**src/rtl/aq_djpeg_mcu_seq.sv**
```systemverilog
// JPEG scan MCU/block sequencer: walks component/block/MCU order and restart intervals.
// Outputs registered (1-cycle latency); BlockDone ignored outside RUN, AlignReq held until AlignAck.
module aq_djpeg_mcu_seq #(
    parameter int COMP_MAX = 3,
    parameter int W_POS    = 12,
    parameter int W_RST    = 16
) (
    input  logic                  clk,
    input  logic                  rst,
    input  logic                  ProcessInit,
    input  logic                  ScanStart,
    input  logic [2:0]            ScanComp,
    input  logic [2*COMP_MAX-1:0] SampH,
    input  logic [2*COMP_MAX-1:0] SampV,
    input  logic [W_POS-1:0]      McuWidth,
    input  logic [W_POS-1:0]      McuHeight,
    input  logic [W_RST-1:0]      RestartInterval,
    input  logic                  BlockDone,
    input  logic                  AlignAck,
    input  logic [2:0]            RstNum,
    output logic                  DecodeEnable,
    output logic [2:0]            CurComp,
    output logic [3:0]            CurBlk,
    output logic [W_POS-1:0]      McuX,
    output logic [W_POS-1:0]      McuY,
    output logic                  AlignReq,
    output logic                  DcReset,
    output logic                  ScanDone,
    output logic                  RstError
);

    typedef enum logic [1:0] {IDLE, RUN, ALIGN, DONE} state_t;

    state_t                state, stateNxt;
    logic [2:0]            cfgComp, cfgCompNxt;
    logic [2*COMP_MAX-1:0] cfgH, cfgHNxt, cfgV, cfgVNxt;
    logic [W_POS-1:0]      cfgW, cfgWNxt, cfgHt, cfgHtNxt;
    logic [W_RST-1:0]      cfgRi, cfgRiNxt, rstCnt, rstCntNxt;
    logic [2:0]            expRst, expRstNxt;
    logic [2:0]            curCompNxt;
    logic [3:0]            curBlkNxt;
    logic [W_POS-1:0]      mcuXNxt, mcuYNxt;
    logic                  alignReqNxt, dcResetNxt, scanDoneNxt, rstErrorNxt, decodeEnableNxt;

    logic [1:0]            sampH, sampV;
    logic [3:0]            blkCnt;
    logic                  lastMcu;
    logic [W_RST-1:0]      rstCntInc;

    // Sampling factors of the component currently being decoded.
    always_comb begin
        sampH = 2'd0;
        sampV = 2'd0;
        for (int i = 0; i < COMP_MAX; i++) begin
            if (CurComp == 3'(i)) begin
                sampH = cfgH[2*i +: 2];
                sampV = cfgV[2*i +: 2];
            end
        end
    end

    assign blkCnt    = (cfgComp == 3'd1) ? 4'd1 : ({2'b00, sampH} * {2'b00, sampV});
    assign lastMcu   = (McuX == cfgW - W_POS'(1)) && (McuY == cfgHt - W_POS'(1));
    assign rstCntInc = rstCnt + W_RST'(1);

    always_comb begin
        stateNxt    = state;
        cfgCompNxt  = cfgComp;
        cfgHNxt     = cfgH;
        cfgVNxt     = cfgV;
        cfgWNxt     = cfgW;
        cfgHtNxt    = cfgHt;
        cfgRiNxt    = cfgRi;
        rstCntNxt   = rstCnt;
        expRstNxt   = expRst;
        curCompNxt  = CurComp;
        curBlkNxt   = CurBlk;
        mcuXNxt     = McuX;
        mcuYNxt     = McuY;
        alignReqNxt = AlignReq;
        dcResetNxt  = 1'b0;
        scanDoneNxt = ScanDone;
        rstErrorNxt = RstError;

        case (state)
            IDLE, DONE: begin
                if (ScanStart) begin
                    cfgCompNxt  = ScanComp;
                    cfgHNxt     = SampH;
                    cfgVNxt     = SampV;
                    cfgWNxt     = McuWidth;
                    cfgHtNxt    = McuHeight;
                    cfgRiNxt    = RestartInterval;
                    rstCntNxt   = '0;
                    expRstNxt   = 3'd0;
                    curCompNxt  = 3'd0;
                    curBlkNxt   = 4'd0;
                    mcuXNxt     = '0;
                    mcuYNxt     = '0;
                    rstErrorNxt = 1'b0;
                    if (McuWidth == '0 || McuHeight == '0) begin
                        stateNxt    = DONE;
                        scanDoneNxt = 1'b1;
                    end else begin
                        stateNxt    = RUN;
                        scanDoneNxt = 1'b0;
                    end
                end
            end
            RUN: begin
                if (BlockDone) begin
                    if ({1'b0, CurBlk} + 5'd1 < {1'b0, blkCnt}) begin
                        curBlkNxt = CurBlk + 4'd1;
                    end else begin
                        curBlkNxt = 4'd0;
                        if ({1'b0, CurComp} + 4'd1 < {1'b0, cfgComp}) begin
                            curCompNxt = CurComp + 3'd1;
                        end else begin
                            curCompNxt = 3'd0;
                            if (lastMcu) begin
                                // Final MCU wins over any coinciding restart boundary.
                                stateNxt    = DONE;
                                scanDoneNxt = 1'b1;
                            end else begin
                                if (McuX == cfgW - W_POS'(1)) begin
                                    mcuXNxt = '0;
                                    mcuYNxt = McuY + W_POS'(1);
                                end else begin
                                    mcuXNxt = McuX + W_POS'(1);
                                end
                                if (cfgRi != '0) begin
                                    if (rstCntInc == cfgRi) begin
                                        rstCntNxt   = '0;
                                        stateNxt    = ALIGN;
                                        alignReqNxt = 1'b1;
                                    end else begin
                                        rstCntNxt = rstCntInc;
                                    end
                                end
                            end
                        end
                    end
                end
            end
            ALIGN: begin
                if (AlignAck) begin
                    if (RstNum != expRst) rstErrorNxt = 1'b1;
                    expRstNxt   = expRst + 3'd1;
                    alignReqNxt = 1'b0;
                    dcResetNxt  = 1'b1;
                    stateNxt    = RUN;
                end
            end
            default: stateNxt = IDLE;
        endcase

        decodeEnableNxt = (stateNxt == RUN);
    end

    always_ff @(posedge clk) begin
        if (!rst || ProcessInit) begin
            state        <= IDLE;
            cfgComp      <= '0;
            cfgH         <= '0;
            cfgV         <= '0;
            cfgW         <= '0;
            cfgHt        <= '0;
            cfgRi        <= '0;
            rstCnt       <= '0;
            expRst       <= '0;
            CurComp      <= '0;
            CurBlk       <= '0;
            McuX         <= '0;
            McuY         <= '0;
            AlignReq     <= 1'b0;
            DcReset      <= 1'b0;
            ScanDone     <= 1'b0;
            RstError     <= 1'b0;
            DecodeEnable <= 1'b0;
        end else begin
            state        <= stateNxt;
            cfgComp      <= cfgCompNxt;
            cfgH         <= cfgHNxt;
            cfgV         <= cfgVNxt;
            cfgW         <= cfgWNxt;
            cfgHt        <= cfgHtNxt;
            cfgRi        <= cfgRiNxt;
            rstCnt       <= rstCntNxt;
            expRst       <= expRstNxt;
            CurComp      <= curCompNxt;
            CurBlk       <= curBlkNxt;
            McuX         <= mcuXNxt;
            McuY         <= mcuYNxt;
            AlignReq     <= alignReqNxt;
            DcReset      <= dcResetNxt;
            ScanDone     <= scanDoneNxt;
            RstError     <= rstErrorNxt;
            DecodeEnable <= decodeEnableNxt;
        end
    end

endmodule

```
**config.mk**
```make
export PLATFORM = sky130hd
export DESIGN_NAME = aq_djpeg_mcu_seq
export DESIGN_NICKNAME = d
export VERILOG_FILES = /design/src/rtl/aq_djpeg_mcu_seq.sv
export SDC_FILE = /design/constraint.sdc
export NUM_CORES = 1
export LEC_CHECK = 0
export ABC_CLOCK_PERIOD_IN_PS = 4500
export CORE_ASPECT_RATIO = 1.2
export CORE_MARGIN = 8
export CORE_UTILIZATION = 28
export DETAILED_ROUTE_END_ITERATION = 8
export SLEW_MARGIN = 0
export SYNTH_ARGS = -nofsm -noshare
export SYNTH_HDL_FRONTEND = slang
export SYNTH_SLANG_ARGS = --single-unit
```
**constraint.sdc**
```tcl
create_clock -name clk -period 4.5 [get_ports clk]
set_clock_uncertainty 0.2 [all_clocks]
set_input_delay 0.45 -clock clk [delete_from_list [all_inputs] [get_ports clk]]
set_output_delay 0.45 -clock clk [all_outputs]
set_load 0.05 [all_outputs]
```
==> reports/qor.txt <==
largest net degree at the start of global routing -> 57
TNS Setup -> 0 ns
CP peak stage delay -> 0.56 ns
Post-CTS Hold Fix Bufs -> 0
clk slew on worst S/H paths -> 0.08 ns
VDD IR max -> 172.2 uV
post-synth top area share -> 0.3307
syn avg cell area -> 7.677 um2
Post-synth top cells -> nand2_1, dfxtp_1, a21oi_1, nor2_1, clkbuf_1
count leader, synth -> nand2_1
FF/Latch Area -> 2246 um2
CP max FO -> 6
CTS Sinks -> 112
synthesized netlist cell count -> 883
H-tree depth -> 3
cell taking the most area after synthesis -> dfxtp_1
total global-route track usage -> 0.1373
# IOs -> 100
CTS max path bufs -> 2
met2 wire length -> 9917 um
total CTS buffers -> 9
Filler cells -> 2562
# diodes -> 0
grt ovf -> 0
final wirelength -> 20120 um
required time of the worst setup path -> 4.59 ns
Fmax -> 0.2339 GHz
number of distinct library cells after synthesis -> 71
Die Ht -> 186.5 um
footprint of the multi-input gates -> 4278 um2
CP arrival -> 4.37 ns
setup slack, reg-to-reg -> 0.23 ns
crit end category -> flip-flop
pre-CTS setup slack -> 0.1688 ns
Die ar. -> 29470 um2
post-route ant nets -> 0
critical path class -> reg -> reg
Slew headroom -> 0.4940
Layout area overhead -> 25.05%
Initial DRC Count -> 415
number of synthesized flops with an enable pin -> 0
Power Density -> 260.0 nW/um2
sequential-to-total area share from yosys stat -> 0.3307
status -> finished clean
Leak Pwr -> 2.850 nW
worst skew pair latency -> 0.36 ns
Slew Viols, Final -> 0
first-pass detailed-route iteration total -> 5
Seq cells post-synth -> 112
cell area after synthesis -> 6779 um2
Chip Width -> 158.0 um
Core ar. -> 23890 um2
post-synthesis async set-or-reset flop share -> 0
critical path launch point type -> flip-flop
Worst Tran Pin Value -> 0.7521 ns
# port buffers -> 99
fin crit share -> 0.9500
Hold WC Path Type -> reg -> reg
Critical Path Slowest Stage Cell -> or4_4
share of cells above drive strength 1 -> 0.07261
WL/cell -> 15.67 um
antenna violations before repair -> 0
CP Cell Sequence -> inv_1 > ha_2 > and3b_1 > a21oi_2 > nor3_1 > a31oi_1 > nor2_1 > ha_2 > ha_1 > nand2_2 > ha_4 > and3_1 > and3_1 > o41a_1 > o21ai_2 > o31a_1 > or4_4 > or3_1 > a21oi_1
nets -> 1043
first-pass GRT wire length -> 33070 um
CTS tree -> built
fin crit period -> 4.275 ns
# rows -> 62
top cells by area, synth -> dfxtp_1, nand2_1, a21oi_1, xnor2_1, ha_1
prevailing post-synth register cell -> dfxtp_1
DRC errors left -> 0
met3 WL post-DR -> 954 um
Critical path buffers and inverters -> 1
via count -> 6656
Max Used Layer -> met4
final hold violations -> 0
Setup Viol. Count Final -> 0
Setup WS post-layout -> 0.2250 ns
Avg Vias per Cell -> 5.184
DP HPWL -> 15040 um
vias in the first global route -> 6446
placer congestion estimate -> 0.8996
met1 wire length -> 8766 um
Synth warnings -> 0
Synthesized Nets -> 967
max cap viols -> 0
CTS Root Cell -> clkbuf_16
CP delay by family, top -> simple AND/OR/NAND/NOR gates
Starting Density -> 0.2837
## report_power, final
group | internal (mW) | switching [mW] | leakage, nW | total, mW
clock | 0.440 | 0.405 | 0.152 | 0.845
combinational | 0.145 | 0.182 | 1.79 | 0.327
sequential | 1.01 | 0.0233 | 0.908 | 1.03
total | 1.59 | 0.610 | 2.85 | 2.20
## tightest hold or removal path, delay by kind of cell (launching register included)
family | cells | cell delay [ns]
AO/OA/AOI/OAI | 1 | 0.05
flip-flops | 1 | 0.31
AND/OR/NAND/NOR | 1 | 0.05
## flip-flops by register name (all words and copies together) (netlist names), 3 cells and up
name and flops:
McuX 12, McuY 12, expRst 3, CurComp 3, cfgHt 12, cfgV 6
cfgW 12, CurBlk 4, cfgH 6, rstCnt 16, cfgRi 16, cfgComp 3
## cell usage in the layout, fill, tap and decap left out, types with 12 or more instances in the layout
cell type and n:
nand2_1 149, dfxtp_1 111, clkdlybuf4s50_1 99, a21oi_1 93, nor2_1 41, nand3_1 34, xnor2_1 32, inv_1 27
nor4_1 22, nor3_1 20, xor2_1 20, buf_4 18, o21ai_0 17, nand4_1 17, ha_1 16, or3_1 15
o21ai_1 15, o31ai_1 14, o311ai_0 13, or4_1 12
## logic make-up (layout without fill, tap and decap cells)
group | Yosys count | in the layout | share of synthesized area
AO/OA/AOI/OAI | 225 | 225 | 0.2113
XOR/XNOR | 53 | 53 | 0.07069
adder cells (fa/ha/maj) | 20 | 20 | 0.03691
buffers and inverters | 81 | 162 | 0.04873
flip-flops | 112 | 112 | 0.3307
multiplexers | 8 | 8 | 0.01181
AND/OR/NAND/NOR | 384 | 384 | 0.2898
## stage by stage
stage	hold WS, ns	cells	instance area, um2	total power [mW]	utilization
floorplan	0.2320	883	6785	1.248	-
global placement	0.2492	1264	8082	1.374	0.3382
detailed placement	0.2490	1264	8082	1.377	0.3382
CTS	0.2609	1280	8384	2.235	0.3509
global route	0.2875	1284	8477	2.314	0.3548
finish	0.2583	1284	8477	2.204	0.3548
## routing by layer
metal  GRT usage  up-vias
met2      0.2389      174
li1            -     3360
met4     0.05233        0
met1      0.1630     3091
met3     0.02497       31
met5           0        -
## path summary, 6_finish.rpt
path,start,end,cells after the start
min,cfgH[0]$_SDFFE_PP0P_,cfgH[0]$_SDFFE_PP0P_,2
min reg2reg,cfgH[0]$_SDFFE_PP0P_,cfgH[0]$_SDFFE_PP0P_,2
max,CurComp[0]$_SDFFE_PP0P_,McuX[10]$_SDFFE_PP0P_,19
max reg2reg,CurComp[0]$_SDFFE_PP0P_,McuX[10]$_SDFFE_PP0P_,19
## layout make-up
cell class,instances,share of cell area
clock buffers,9,0.02657
clock inverters,7,0.009151
inverters,27,0.01196
multi-input cells,690,0.5046
flip-flops and latches,112,0.2649
well taps,320,0.04723
repair buffers,119,0.1355
## repair_timing
item                                    4_1_cts  5_1_grt
resized for setup                             0       15
endpoints found under the setup margin        0       34
buffers inserted                              0        4
(Power assumes the default switching activity.)
